===== src/rtl/card_flip_pkg.sv =====
// card_flip_pkg
// Shared types and constants for the 16-card / 8-pair memory game controller.
// Optional feature macro: MOVE_LIMIT_EN (adds the LOST state use; see card_flip_ctrl).
// Contents: card geometry localparams, controller state enum, and the helper
// that extracts one card's 3-bit value from the packed shuffle map.
package card_flip_pkg;

    localparam int NUM_CARDS = 16;
    localparam int VAL_W     = 3;
    localparam int IDX_W     = 4;
    localparam int MAP_W     = NUM_CARDS * VAL_W;

    typedef enum logic [2:0] {
        IDLE,
        SHUFFLE,
        WAIT_FIRST,
        WAIT_SECOND,
        COMPARE,
        SHOW,
        WON,
        LOST
    } state_t;

    // The map is declared ascending [0:47]; card i occupies bits 3i (MSB) to
    // 3i+2 (LSB), which is exactly what an ascending +: part select returns.
    function automatic logic [VAL_W-1:0] card_val(input logic [0:MAP_W-1] map,
                                                  input logic [IDX_W-1:0] idx);
        return map[int'(idx) * VAL_W +: VAL_W];
    endfunction

endpackage


===== src/rtl/card_flip_ctrl_if.sv =====
// card_flip_ctrl_if
// Bundles the controller's game-side signals: new-game request, shuffle
// generator handshake (shuffle_start / shuffle_done / shuffle_map), player
// selection (sel_valid / sel_idx), display read port (rd_idx / rd_val) and
// game status (face_up, matched, move_count, busy, game_won).
// Optional feature macro: MOVE_LIMIT_EN adds game_lost.
// Modports: master = player/generator/display side, slave = the controller.
interface card_flip_ctrl_if;
    import card_flip_pkg::*;

    logic                 new_game;
    logic                 shuffle_start;
    logic                 shuffle_done;
    logic [0:MAP_W-1]     shuffle_map;
    logic                 sel_valid;
    logic [IDX_W-1:0]     sel_idx;
    logic [IDX_W-1:0]     rd_idx;
    logic [VAL_W-1:0]     rd_val;
    logic [NUM_CARDS-1:0] face_up;
    logic [NUM_CARDS-1:0] matched;
    logic [7:0]           move_count;
    logic                 busy;
    logic                 game_won;
`ifdef MOVE_LIMIT_EN
    logic                 game_lost;
`endif

    modport master (
        output new_game, shuffle_done, shuffle_map, sel_valid, sel_idx, rd_idx,
        input  shuffle_start, rd_val, face_up, matched, move_count, busy, game_won
`ifdef MOVE_LIMIT_EN
        , input game_lost
`endif
    );

    modport slave (
        input  new_game, shuffle_done, shuffle_map, sel_valid, sel_idx, rd_idx,
        output shuffle_start, rd_val, face_up, matched, move_count, busy, game_won
`ifdef MOVE_LIMIT_EN
        , output game_lost
`endif
    );

endinterface


===== src/rtl/card_flip_ctrl_hold_timer.sv =====
// hold_timer
// Loadable down-counter that times how long a mismatched pair stays visible.
// Ports: clk, resetn (sync, active-low), load (take value this edge),
//        value (count to load), expired (count has reached zero).
// Counts down by one per cycle until zero and then rests there.
module hold_timer #(
    parameter  int SHOW_CYCLES = 50000000,
    localparam int W = (SHOW_CYCLES > 1) ? $clog2(SHOW_CYCLES) : 1
) (
    input  logic         clk,
    input  logic         resetn,
    input  logic         load,
    input  logic [W-1:0] value,
    output logic         expired
);

    logic [W-1:0] count_q;
    logic [W-1:0] count_d;

    always_comb begin
        count_d = count_q;
        if (load) begin
            count_d = value;
        end else if (count_q != '0) begin
            count_d = count_q - 1'b1;
        end
    end

    always_ff @(posedge clk) begin
        if (!resetn) begin
            count_q <= '0;
        end else begin
            count_q <= count_d;
        end
    end

    assign expired = (count_q == '0);

endmodule


===== src/rtl/card_flip_ctrl.sv =====
// card_flip_ctrl
// Game-sequencing controller for the 16-card memory game. Starts the shuffle
// generator on new_game, latches the card map, takes two selections per move,
// compares them, records matches, and keeps a mismatched pair visible for
// SHOW_CYCLES cycles before hiding it again.
// Ports: clk, resetn (sync, active-low), ctrl_if (card_flip_ctrl_if.slave).
// Optional feature macro: MOVE_LIMIT_EN -- adds parameter MOVE_LIMIT, output
// game_lost and the LOST state, entered when the move limit is used up.
module card_flip_ctrl
    import card_flip_pkg::*;
#(
    parameter int SHOW_CYCLES = 50000000
`ifdef MOVE_LIMIT_EN
    , parameter int MOVE_LIMIT = 40
`endif
) (
    input  logic            clk,
    input  logic            resetn,
    card_flip_ctrl_if.slave ctrl_if
);

    localparam int TMR_W = (SHOW_CYCLES > 1) ? $clog2(SHOW_CYCLES) : 1;

    state_t               state_q, state_d;
    logic [0:MAP_W-1]     card_map_q, card_map_d;
    logic [IDX_W-1:0]     first_idx_q, first_idx_d;
    logic [IDX_W-1:0]     second_idx_q, second_idx_d;
    logic [NUM_CARDS-1:0] face_up_q, face_up_d;
    logic [NUM_CARDS-1:0] matched_q, matched_d;
    logic [7:0]           move_count_q, move_count_d;
    logic                 shuffle_start_q, shuffle_start_d;
    logic                 timer_load;
    logic                 timer_expired;
    logic [NUM_CARDS-1:0] pair_bits;
    logic                 pair_equal;
    logic                 win_move;

    assign pair_bits  = (NUM_CARDS'(1) << first_idx_q) | (NUM_CARDS'(1) << second_idx_q);
    assign pair_equal = (card_val(card_map_q, first_idx_q) == card_val(card_map_q, second_idx_q));
    assign win_move   = pair_equal && (&(matched_q | pair_bits));

    hold_timer #(.SHOW_CYCLES(SHOW_CYCLES)) u_hold_timer (
        .clk     (clk),
        .resetn  (resetn),
        .load    (timer_load),
        .value   (TMR_W'(SHOW_CYCLES - 1)),
        .expired (timer_expired)
    );

    always_comb begin
        state_d         = state_q;
        card_map_d      = card_map_q;
        first_idx_d     = first_idx_q;
        second_idx_d    = second_idx_q;
        face_up_d       = face_up_q;
        matched_d       = matched_q;
        move_count_d    = move_count_q;
        shuffle_start_d = 1'b0;
        timer_load      = 1'b0;

        // A restart is honoured everywhere except while the generator runs.
        if (ctrl_if.new_game && state_q != SHUFFLE) begin
            state_d         = SHUFFLE;
            shuffle_start_d = 1'b1;
            face_up_d       = '0;
            matched_d       = '0;
            move_count_d    = '0;
        end else begin
            case (state_q)
                IDLE: ;
                SHUFFLE: begin
                    if (ctrl_if.shuffle_done) begin
                        card_map_d = ctrl_if.shuffle_map;
                        state_d    = WAIT_FIRST;
                    end
                end
                WAIT_FIRST: begin
                    if (ctrl_if.sel_valid && !face_up_q[ctrl_if.sel_idx]) begin
                        face_up_d[ctrl_if.sel_idx] = 1'b1;
                        first_idx_d                = ctrl_if.sel_idx;
                        state_d                    = WAIT_SECOND;
                    end
                end
                WAIT_SECOND: begin
                    // The first card is already face-up, so this also rejects it.
                    if (ctrl_if.sel_valid && !face_up_q[ctrl_if.sel_idx]) begin
                        face_up_d[ctrl_if.sel_idx] = 1'b1;
                        second_idx_d               = ctrl_if.sel_idx;
                        state_d                    = COMPARE;
                    end
                end
                COMPARE: begin
                    move_count_d = (move_count_q == 8'hFF) ? 8'hFF : move_count_q + 8'd1;
                    if (pair_equal) begin
                        matched_d = matched_q | pair_bits;
                        state_d   = win_move ? WON : WAIT_FIRST;
                    end else begin
                        timer_load = 1'b1;
                        state_d    = SHOW;
                    end
`ifdef MOVE_LIMIT_EN
                    if (!win_move && (({1'b0, move_count_q} + 9'd1) == 9'(MOVE_LIMIT))) begin
                        timer_load = 1'b0;
                        face_up_d  = '1;
                        state_d    = LOST;
                    end
`endif
                end
                SHOW: begin
                    if (timer_expired) begin
                        face_up_d[first_idx_q]  = 1'b0;
                        face_up_d[second_idx_q] = 1'b0;
                        state_d                 = WAIT_FIRST;
                    end
                end
                WON:  ;
                LOST: ;
                default: state_d = IDLE;
            endcase
        end
    end

    always_ff @(posedge clk) begin
        if (!resetn) begin
            state_q         <= IDLE;
            card_map_q      <= '0;
            first_idx_q     <= '0;
            second_idx_q    <= '0;
            face_up_q       <= '0;
            matched_q       <= '0;
            move_count_q    <= '0;
            shuffle_start_q <= 1'b0;
        end else begin
            state_q         <= state_d;
            card_map_q      <= card_map_d;
            first_idx_q     <= first_idx_d;
            second_idx_q    <= second_idx_d;
            face_up_q       <= face_up_d;
            matched_q       <= matched_d;
            move_count_q    <= move_count_d;
            shuffle_start_q <= shuffle_start_d;
        end
    end

    assign ctrl_if.shuffle_start = shuffle_start_q;
    assign ctrl_if.face_up       = face_up_q;
    assign ctrl_if.matched       = matched_q;
    assign ctrl_if.move_count    = move_count_q;
    assign ctrl_if.busy          = (state_q == SHUFFLE) || (state_q == COMPARE) || (state_q == SHOW);
    assign ctrl_if.game_won      = (state_q == WON);
`ifdef MOVE_LIMIT_EN
    assign ctrl_if.game_lost     = (state_q == LOST);
`endif
    assign ctrl_if.rd_val        = face_up_q[ctrl_if.rd_idx] ? card_val(card_map_q, ctrl_if.rd_idx) : '0;

endmodule


===== src/flat_wrapper.sv =====
// flat-port wrapper written by rule: the top's interface ports become plain ports
module card_flip_ctrl_flat import card_flip_pkg::*;
#(
    parameter int SHOW_CYCLES = 50000000

)
  (clk, resetn, ctrl_if_new_game, ctrl_if_shuffle_done, ctrl_if_shuffle_map, ctrl_if_sel_valid, ctrl_if_sel_idx, ctrl_if_rd_idx, ctrl_if_shuffle_start, ctrl_if_rd_val, ctrl_if_face_up, ctrl_if_matched, ctrl_if_move_count, ctrl_if_busy, ctrl_if_game_won);
  card_flip_ctrl_if ctrl_if_i ();
  input  logic clk;
  input  logic resetn;
  input wire logic [$bits(ctrl_if_i.new_game)-1:0] ctrl_if_new_game;
  input wire logic [$bits(ctrl_if_i.shuffle_done)-1:0] ctrl_if_shuffle_done;
  input wire logic [$bits(ctrl_if_i.shuffle_map)-1:0] ctrl_if_shuffle_map;
  input wire logic [$bits(ctrl_if_i.sel_valid)-1:0] ctrl_if_sel_valid;
  input wire logic [$bits(ctrl_if_i.sel_idx)-1:0] ctrl_if_sel_idx;
  input wire logic [$bits(ctrl_if_i.rd_idx)-1:0] ctrl_if_rd_idx;
  output wire logic [$bits(ctrl_if_i.shuffle_start)-1:0] ctrl_if_shuffle_start;
  output wire logic [$bits(ctrl_if_i.rd_val)-1:0] ctrl_if_rd_val;
  output wire logic [$bits(ctrl_if_i.face_up)-1:0] ctrl_if_face_up;
  output wire logic [$bits(ctrl_if_i.matched)-1:0] ctrl_if_matched;
  output wire logic [$bits(ctrl_if_i.move_count)-1:0] ctrl_if_move_count;
  output wire logic [$bits(ctrl_if_i.busy)-1:0] ctrl_if_busy;
  output wire logic [$bits(ctrl_if_i.game_won)-1:0] ctrl_if_game_won;
  assign ctrl_if_i.new_game = ctrl_if_new_game;
  assign ctrl_if_i.shuffle_done = ctrl_if_shuffle_done;
  assign ctrl_if_i.shuffle_map = ctrl_if_shuffle_map;
  assign ctrl_if_i.sel_valid = ctrl_if_sel_valid;
  assign ctrl_if_i.sel_idx = ctrl_if_sel_idx;
  assign ctrl_if_i.rd_idx = ctrl_if_rd_idx;
  assign ctrl_if_shuffle_start = ctrl_if_i.shuffle_start;
  assign ctrl_if_rd_val = ctrl_if_i.rd_val;
  assign ctrl_if_face_up = ctrl_if_i.face_up;
  assign ctrl_if_matched = ctrl_if_i.matched;
  assign ctrl_if_move_count = ctrl_if_i.move_count;
  assign ctrl_if_busy = ctrl_if_i.busy;
  assign ctrl_if_game_won = ctrl_if_i.game_won;
  card_flip_ctrl #(.SHOW_CYCLES(SHOW_CYCLES)) u_core (.clk(clk), .resetn(resetn), .ctrl_if(ctrl_if_i));
endmodule

===== config.mk =====
export PLATFORM = sky130hd
export DESIGN_NAME = card_flip_ctrl_flat
export DESIGN_NICKNAME = d
export VERILOG_FILES = /design/src/rtl/card_flip_pkg.sv /design/src/rtl/card_flip_ctrl_if.sv /design/src/rtl/card_flip_ctrl_hold_timer.sv /design/src/rtl/card_flip_ctrl.sv /design/src/flat_wrapper.sv
export SDC_FILE = /design/constraint.sdc
export NUM_CORES = 1
export LEC_CHECK = 0
export BUFFER_PORTS_ARGS = -buffer_cell sky130_fd_sc_hd__buf_4
export CAP_MARGIN = 20
export CORE_AREA = 2 2 173 175
export DETAILED_ROUTE_END_ITERATION = 12
export DIE_AREA = 0 0 175 177
export PLACE_DENSITY_LB_ADDON = 0.2
export SLEW_MARGIN = 10
export SYNTH_ARGS = -nofsm -noshare
export SYNTH_HDL_FRONTEND = slang
export SYNTH_HIERARCHICAL = 1
export SYNTH_SLANG_ARGS = --single-unit

===== constraint.sdc =====
create_clock -name clk -period 6 [get_ports clk]
set_clock_uncertainty 0.05 [all_clocks]
set_input_delay 0.6 -clock clk [delete_from_list [all_inputs] [get_ports clk]]
set_output_delay 0.6 -clock clk [all_outputs]
set_load 0.02 [all_outputs]

==> metrics.csv, run 1 <==
stage,metric,value,unit
logic_synthesis,post-synthesis compound-gate area fraction,15.7,%
detailed_routing,DR pass1 iterations,5,
logic_synthesis,Syn. warnings,6,
job,MaxCap Viol Count,0,
logic_synthesis,Adder-Cell Fraction of Synth Area,4.22,%
global_routing,first-pass GRT wire length,48.5,mm
pwr,pwr dens,254,mW/mm^2
detailed_routing,metal1 wirelength,13.7,mm
detailed_routing,Vias/cell,5.78,
critical_path,CP Class,flip-flop to flip-flop,
finish,Final nets,1207,
critical_path,crit-path max FO,21,
logic_synthesis,Post-synth EDFFs,0,
detailed_routing,Post-Route WL,30.2,mm
global_routing,Tot GR Track Use,19.8,%
clock_tree,clock sinks,126,
place,RePlAce Congestion,0.852,
logic_synthesis,commonest cells in the synthesized netlist,"133 x nand2_1, 126 x dfxtp_1, 123 x mux4_2",
floorplan,die footprint,0.0310,mm^2
clock_tree,"Hold-fix buffers, CTS",0,
detailed_routing,DR DRC count,0,
sta,Slew Limit Headroom,37.5,%
sta,Final Hold Fails,0,
critical_path,CP Cell Sequence,"inv_1, fa_1, xnor2_4, mux4_2, mux4_2, nor3b_1, a311oi_1, xnor2_1, nor3_2, buf_4, nor3_1, buf_4, inv_1, nand3_1, o21ai_0",
critical_path,CP endpoint kind,flip-flop,
logic_synthesis,"count leader, synth",nand2_1,
detailed_routing,wire length on met3,2.10,mm
clock_tree,Post-CTS Resized,0,
detailed_routing,post-route ant nets,0,
global_routing,largest net degree at the start of global routing,49,
logic_synthesis,Mean Syn Cell Area,9.69,um^2
critical_path,Crit-path slowest cell,fa_1,
clock_tree,Max Buffers Root-to-Sink,2,
finish,P&R area growth vs syn,17.3,%
sta,setup TNS,0,ns
global_routing,"Remaining Overflow, GRT",0,
clock_tree,"CTS clk-pin slew, worst paths",0.07,ns
pwr,leak pwr,4.31,nW
detailed_routing,via count,8768,
logic_synthesis,ys async rst share,0,%
logic_synthesis,xor and xnor area share after synthesis,3.24,%
critical_path,critical path's top delay family,buffers and inverters,
critical_path,Critical Path Start Type,flip-flop,
clock_tree,post-CTS setup buffer count,0,
logic_synthesis,leading area contributor after synthesis,mux4_2,
logic_synthesis,Main synth FF type,dfxtp_1,
logic_synthesis,combinational family with the most area after synthesis,multiplexers,
clock_tree,CTS tree,yes,
logic_synthesis,Simple-Gate Fraction of Synth Area,15.5,%
floorplan,IO Count,107,
clock_tree,CTS root buf,clkbuf_16,
pwr,Max VDD drop,167,uV
logic_synthesis,Synth Cell Area,0.0100,mm^2
logic_synthesis,Yosys top cell area share,27.7,%
critical_path,CP required,6.29,ns
global_routing,vias in the first global route,8396,
floorplan,DIE WIDTH,175,um
sta,Worst-Margin Slew,0.937,ns
run_status,status,"complete, no violations",
logic_synthesis,mux cell area share after synthesis,31.3,%
critical_path,crit-path max cell delay,0.64,ns
sta,fmax,183,MHz
finish,layout cell share with drive strength beyond 1,27.1,%
detailed_routing,initial DRC count,763,
floorplan,core region area,0.0292,mm^2
logic_synthesis,synth unique cells,69,
clock_tree,Max H-tree Level,4,
finish,antenna cell count,0,
place,Port Buffer Count,106,
logic_synthesis,Mapped Cells,1033,
sta,min Tclk post-route,5.45,ns
floorplan,Die Ht,177,um
logic_synthesis,"top cells by area, synth","mux4_2 28%, dfxtp_1 25%, a21oi_1 5.1%",
hold_path,Hold Crit Class,input pin to flip-flop,
logic_synthesis,#FFs+latches synth,126,
critical_path,CP Data Arrival Time,5.74,ns
clock_tree,Clock Latency Late Sink,0.43,ns
sta,Hold WS,0.364,ns
sta,RSZ-0062 raised after global routing,no,
sta,Final Cycle Share,90.9,%
logic_synthesis,sequential fraction of the synthesis area,25.2,%
floorplan,Starting Density,34.2,%
sta,Slew Limit Fails,0,
detailed_routing,top routing layer used,met4,
detailed_routing,met2 WL,13.7,mm
place,DP HPWL,21.0,mm
clock_tree,TritonCTS Buffers,17,
detailed_routing,WL/cell,19.9,um
global_routing,antenna violations before repair,0,
floorplan,row count,63,
critical_path,Buf/Inv on CP,4,
sta,final setup vio count,0,
routing by layer:
layer | track usage (%) | vias to the layer above
met4 | 6.08 | 0
met1 | 28.4 | 4223
li1 | - | 4113
met2 | 30.3 | 385
met3 | 3.37 | 47
met5 | 0 | -
cell families (layout without fill, tap and decap cells):
logic type	Yosys count	count (layout)
AO/OA/AOI/OAI	246	246
flip-flops	126	126
multiplexers	159	159
other	2	26
buffers and inverters	115	185
XOR/XNOR	34	34
AND/OR/NAND/NOR	319	319
adder cells (fa/ha/maj)	32	32
where the power goes:
part | internal, W | total (W) | leakage, nW | switching (W)
Sequential | 0.000917 | 0.00106 | 1.02 | 0.000138
Combinational | 0.000425 | 0.000931 | 3.02 | 0.000507
Clock | 0.000549 | 0.000999 | 0.267 | 0.000450
flip-flops by register name, summed over array words and instances, names as in the netlist:
signal and flops:
u_core/card_map_q 48, u_core/first_idx_q 4, u_core/ctrl_if.move_count 8, u_core/second_idx_q 4, u_core/ctrl_if.face_up 16, u_core/state_q 3, u_core/u_hold_timer/count_q 26, u_core/ctrl_if.matched 16
u_core/ctrl_if.shuffle_start 1
layout by cell type (no fill, tap or decap), drive strengths merged, types with 16 or more instances in the layout:
| master | synthesis | routed |
|---|---|---|
| dfxtp | 126 | 126 |
| clkbuf | 55 | 19 |
| nor3 | 32 | 32 |
| a32o | 16 | 16 |
| nand3 | 18 | 18 |
| a22oi | 17 | 17 |
| ha | 29 | 29 |
| a21oi | 102 | 102 |
| conb | 2 | 26 |
| nand2 | 134 | 134 |
| buf | 33 | 126 |
| o21ai | 34 | 34 |
| xnor2 | 24 | 24 |
| mux2i | 34 | 34 |
| nor2 | 62 | 62 |
| a31oi | 16 | 16 |
| inv | 26 | 31 |
| mux4 | 123 | 123 |
cell type report:
type	instances	area, um^2
timing repair buffer	126	966
fill	2935	17500
clock buffer	19	443
clock inverter	13	106
multi-input combinational	816	7120
sequential	126	2520
inverter	27	103
tap	390	488
per-stage QoR:
step / setup slack, ns / cell area (um^2) / utilization [%] / std cells / total power, W
after floorplan: 1.42 / 10100 / - / 1057 / 0.00176
after global placement: 0.683 / 11200 / 38.2 / 1484 / 0.00199
after detailed placement: 0.593 / 11200 / 38.2 / 1484 / 0.00199
after CTS: 0.521 / 11700 / 40.1 / 1516 / 0.00300
after global routing: 0.0463 / 11700 / 40.2 / 1517 / 0.00315
final: 0.545 / 11700 / 40.2 / 1517 / 0.00299
final timing paths:
check                                                     start                         endpoint  slack (ns)  depth (start not counted)
worst max-delay path                      u_core/first_idx_q[2]  u_core/u_hold_timer/count_q[17]        0.55                         15
worst min-delay path                    ctrl_if_shuffle_map[13]            u_core/card_map_q[34]        0.36                          3
worst max register to register            u_core/first_idx_q[2]  u_core/u_hold_timer/count_q[17]        0.55                         15
worst min register to register  u_core/u_hold_timer/count_q[24]  u_core/u_hold_timer/count_q[24]        0.42                          2
tightest hold or removal path: stages:
cell     delay [ns]
buf_4          0.10
nand2_1        0.04
a21oi_1        0.05
No activity file was read; power rests on OpenSTA's default activity.
==> run 2, diff against run 1 <==
Settings changed: CELL_PAD_IN_SITES_DETAIL_PLACEMENT set to 0, CELL_PAD_IN_SITES_GLOBAL_PLACEMENT set to 1.
==> run 2 against run 1 <==
Net effect: register-to-register slack improved by 0.03 ns; maximum frequency up 0.52%; setup slack improved by 0.028 ns; die area did not move; hold slack improved by 0.0063 ns; sequential power about the same; critical endpoint is now u_core/u_hold_timer/count_q[20]; largest power group is now the clock network; highest routed layer unchanged.
==> metrics.csv, run 2 (synthesis results as in run 1) <==
stage,metric,value,unit
sta,Final Cycle Share,90.4,%
floorplan,IO Count,107,
finish,layout cell share with drive strength beyond 1,27.1,%
detailed_routing,WL/cell,20.1,um
global_routing,antenna violations before repair,0,
floorplan,Die Ht,177,um
sta,Slew Limit Fails,0,
global_routing,Tot GR Track Use,20.2,%
clock_tree,CTS root buf,clkbuf_16,
finish,P&R area growth vs syn,17.8,%
detailed_routing,Vias/cell,5.78,
finish,Largest Register,u_core/card_map_q,
detailed_routing,initial DRC count,774,
place,Port Buffer Count,106,
global_routing,vias in the first global route,8372,
finish,register area,0.00252,mm^2
global_routing,largest net degree at the start of global routing,49,
finish,area of the multi-input gates,0.00712,mm^2
finish,"commonest cells after routing, fill and taps aside","133 x nand2_1, 125 x dfxtp_1, 124 x buf_4",
critical_path,CP Class,flip-flop to flip-flop,
finish,antenna cell count,0,
floorplan,die footprint,0.0310,mm^2
floorplan,Starting Density,34.2,%
sta,final setup vio count,0,
clock_tree,Max Buffers Root-to-Sink,2,
critical_path,CP Data Arrival Time,5.71,ns
clock_tree,Clock Latency Late Sink,0.42,ns
detailed_routing,post-route ant nets,0,
pwr,pwr dens,265,mW/mm^2
clock_tree,Max H-tree Level,4,
hold_path,Hold Crit Class,input pin to flip-flop,
finish,Top Registers,"u_core/card_map_q: 48 flops, u_core/u_hold_timer/count_q: 26 flops",
finish,Final nets,1205,
detailed_routing,Post-Route WL,30.4,mm
detailed_routing,via count,8756,
detailed_routing,DR pass1 iterations,5,
clock_tree,CTS tree,yes,
sta,setup TNS,0,ns
sta,Final Hold Fails,0,
floorplan,core region area,0.0292,mm^2
finish,layout filler cell count,2949,
critical_path,CP endpoint kind,flip-flop,
place,Setup WS pre-CTS,0.507,ns
clock_tree,"Hold-fix buffers, CTS",0,
sta,Worst-Margin Slew,0.872,ns
sta,Slew Limit Headroom,41.9,%
critical_path,CP required,6.28,ns
finish,"commonest non-fill, non-tap cell in the layout",nand2_1,
sta,fmax,184,MHz
place,DP HPWL,21.3,mm
critical_path,crit-path max FO,21,
sta,min Tclk post-route,5.43,ns
finish,max FFs per register,48,
critical_path,Critical Path Start Type,flip-flop,
detailed_routing,DR DRC count,0,
pwr,Max VDD drop,164,uV
sta,RSZ-0062 raised after global routing,no,
clock_tree,TritonCTS Buffers,17,
clock_tree,post-CTS setup buffer count,0,
global_routing,"Remaining Overflow, GRT",0,
sta,Final WS setup,0.573,ns
clock_tree,"CTS clk-pin slew, worst paths",0.07,ns
global_routing,first-pass GRT wire length,49.2,mm
place,RePlAce Congestion,0.844,
job,MaxCap Viol Count,0,
run_status,status,"complete, no violations",
floorplan,DIE WIDTH,175,um
clock_tree,Post-CTS Resized,0,
floorplan,row count,63,
clock_tree,clock sinks,126,
pwr,leak pwr,4.33,nW
==> run 2: changes by cell type in the layout (fill, tap and decap cells not counted), sizes merged <==
cell      before  now
clkinvlp       2    1
clkinv         7    9
bufinv         0    4
buf          126  124
inv           31   28
clkbuf        19   17
==> run 2: layout make-up <==
cell class                 instances  share of cell area (%)
inverter                          27                   0.869
sequential                       126                    21.4
clock inverter                    15                    1.78
multi-input combinational        816                    60.3
tap                              390                    4.14
timing repair buffer             124                    7.89
clock buffer                      17                    3.61
==> run 2: report_power, final <==
group | leakage, nW | total, W | switching (W) | internal (W)
Clock | 0.310 | 0.00114 | 0.000435 | 0.000703
Sequential | 1.02 | 0.00106 | 0.000139 | 0.000918
Combinational | 3.00 | 0.000931 | 0.000511 | 0.000421
==> run 2: stage by stage <==
stage	instances	util (%)	hold slack (ns)	cell area, um^2	total power (W)
5_1_grt	1515	40.4	0.363	11800	0.00332
3_5_place_dp	1483	38.2	0.395	11200	0.00200
3_3_place_gp	1483	38.2	0.416	11200	0.00201
4_1_cts	1515	40.4	0.347	11800	0.00316
2_1_floorplan	1057	-	0.381	10100	0.00176
6_report	1515	40.4	0.370	11800	0.00313
==> run 2: worst paths after layout <==
| check | from | endpoint | slack (ns) | depth (start not counted) |
|---|---|---|---|---|
| max | u_core/first_idx_q[2] | u_core/u_hold_timer/count_q[20] | 0.57 | 15 |
| max reg2reg | u_core/first_idx_q[2] | u_core/u_hold_timer/count_q[20] | 0.57 | 15 |
| min | ctrl_if_shuffle_map[6] | u_core/card_map_q[41] | 0.37 | 3 |
| min reg2reg | u_core/u_hold_timer/count_q[24] | u_core/u_hold_timer/count_q[24] | 0.42 | 2 |
==> run 2: worst max-delay path, cell delays in order, from the launching register on <==
cell	delay, ns
dfxtp_1	0.55
inv_1	0.22
fa_1	0.62
xnor2_4	0.44
mux4_2	0.56
mux4_2	0.46
nor3b_1	0.15
a311oi_1	0.34
xnor2_1	0.13
nor3_2	0.17
buf_4	0.28
nor3_1	0.08
buf_4	0.19
inv_1	0.41
nand3_1	0.39
o21ai_0	0.28
==> run 2: per-layer routing <==
layer | wire length, um | share of wire [%] | vias to the layer above | track usage [%]
met1 | 14000 | 46 | 4287 | 28.9
li1 | - | - | 4110 | -
met3 | 1740 | 5.7 | 36 | 2.68
met2 | 14200 | 47 | 323 | 31.7
met5 | 0 | 0 | - | 0
met4 | 553 | 1.8 | 0 | 6.46
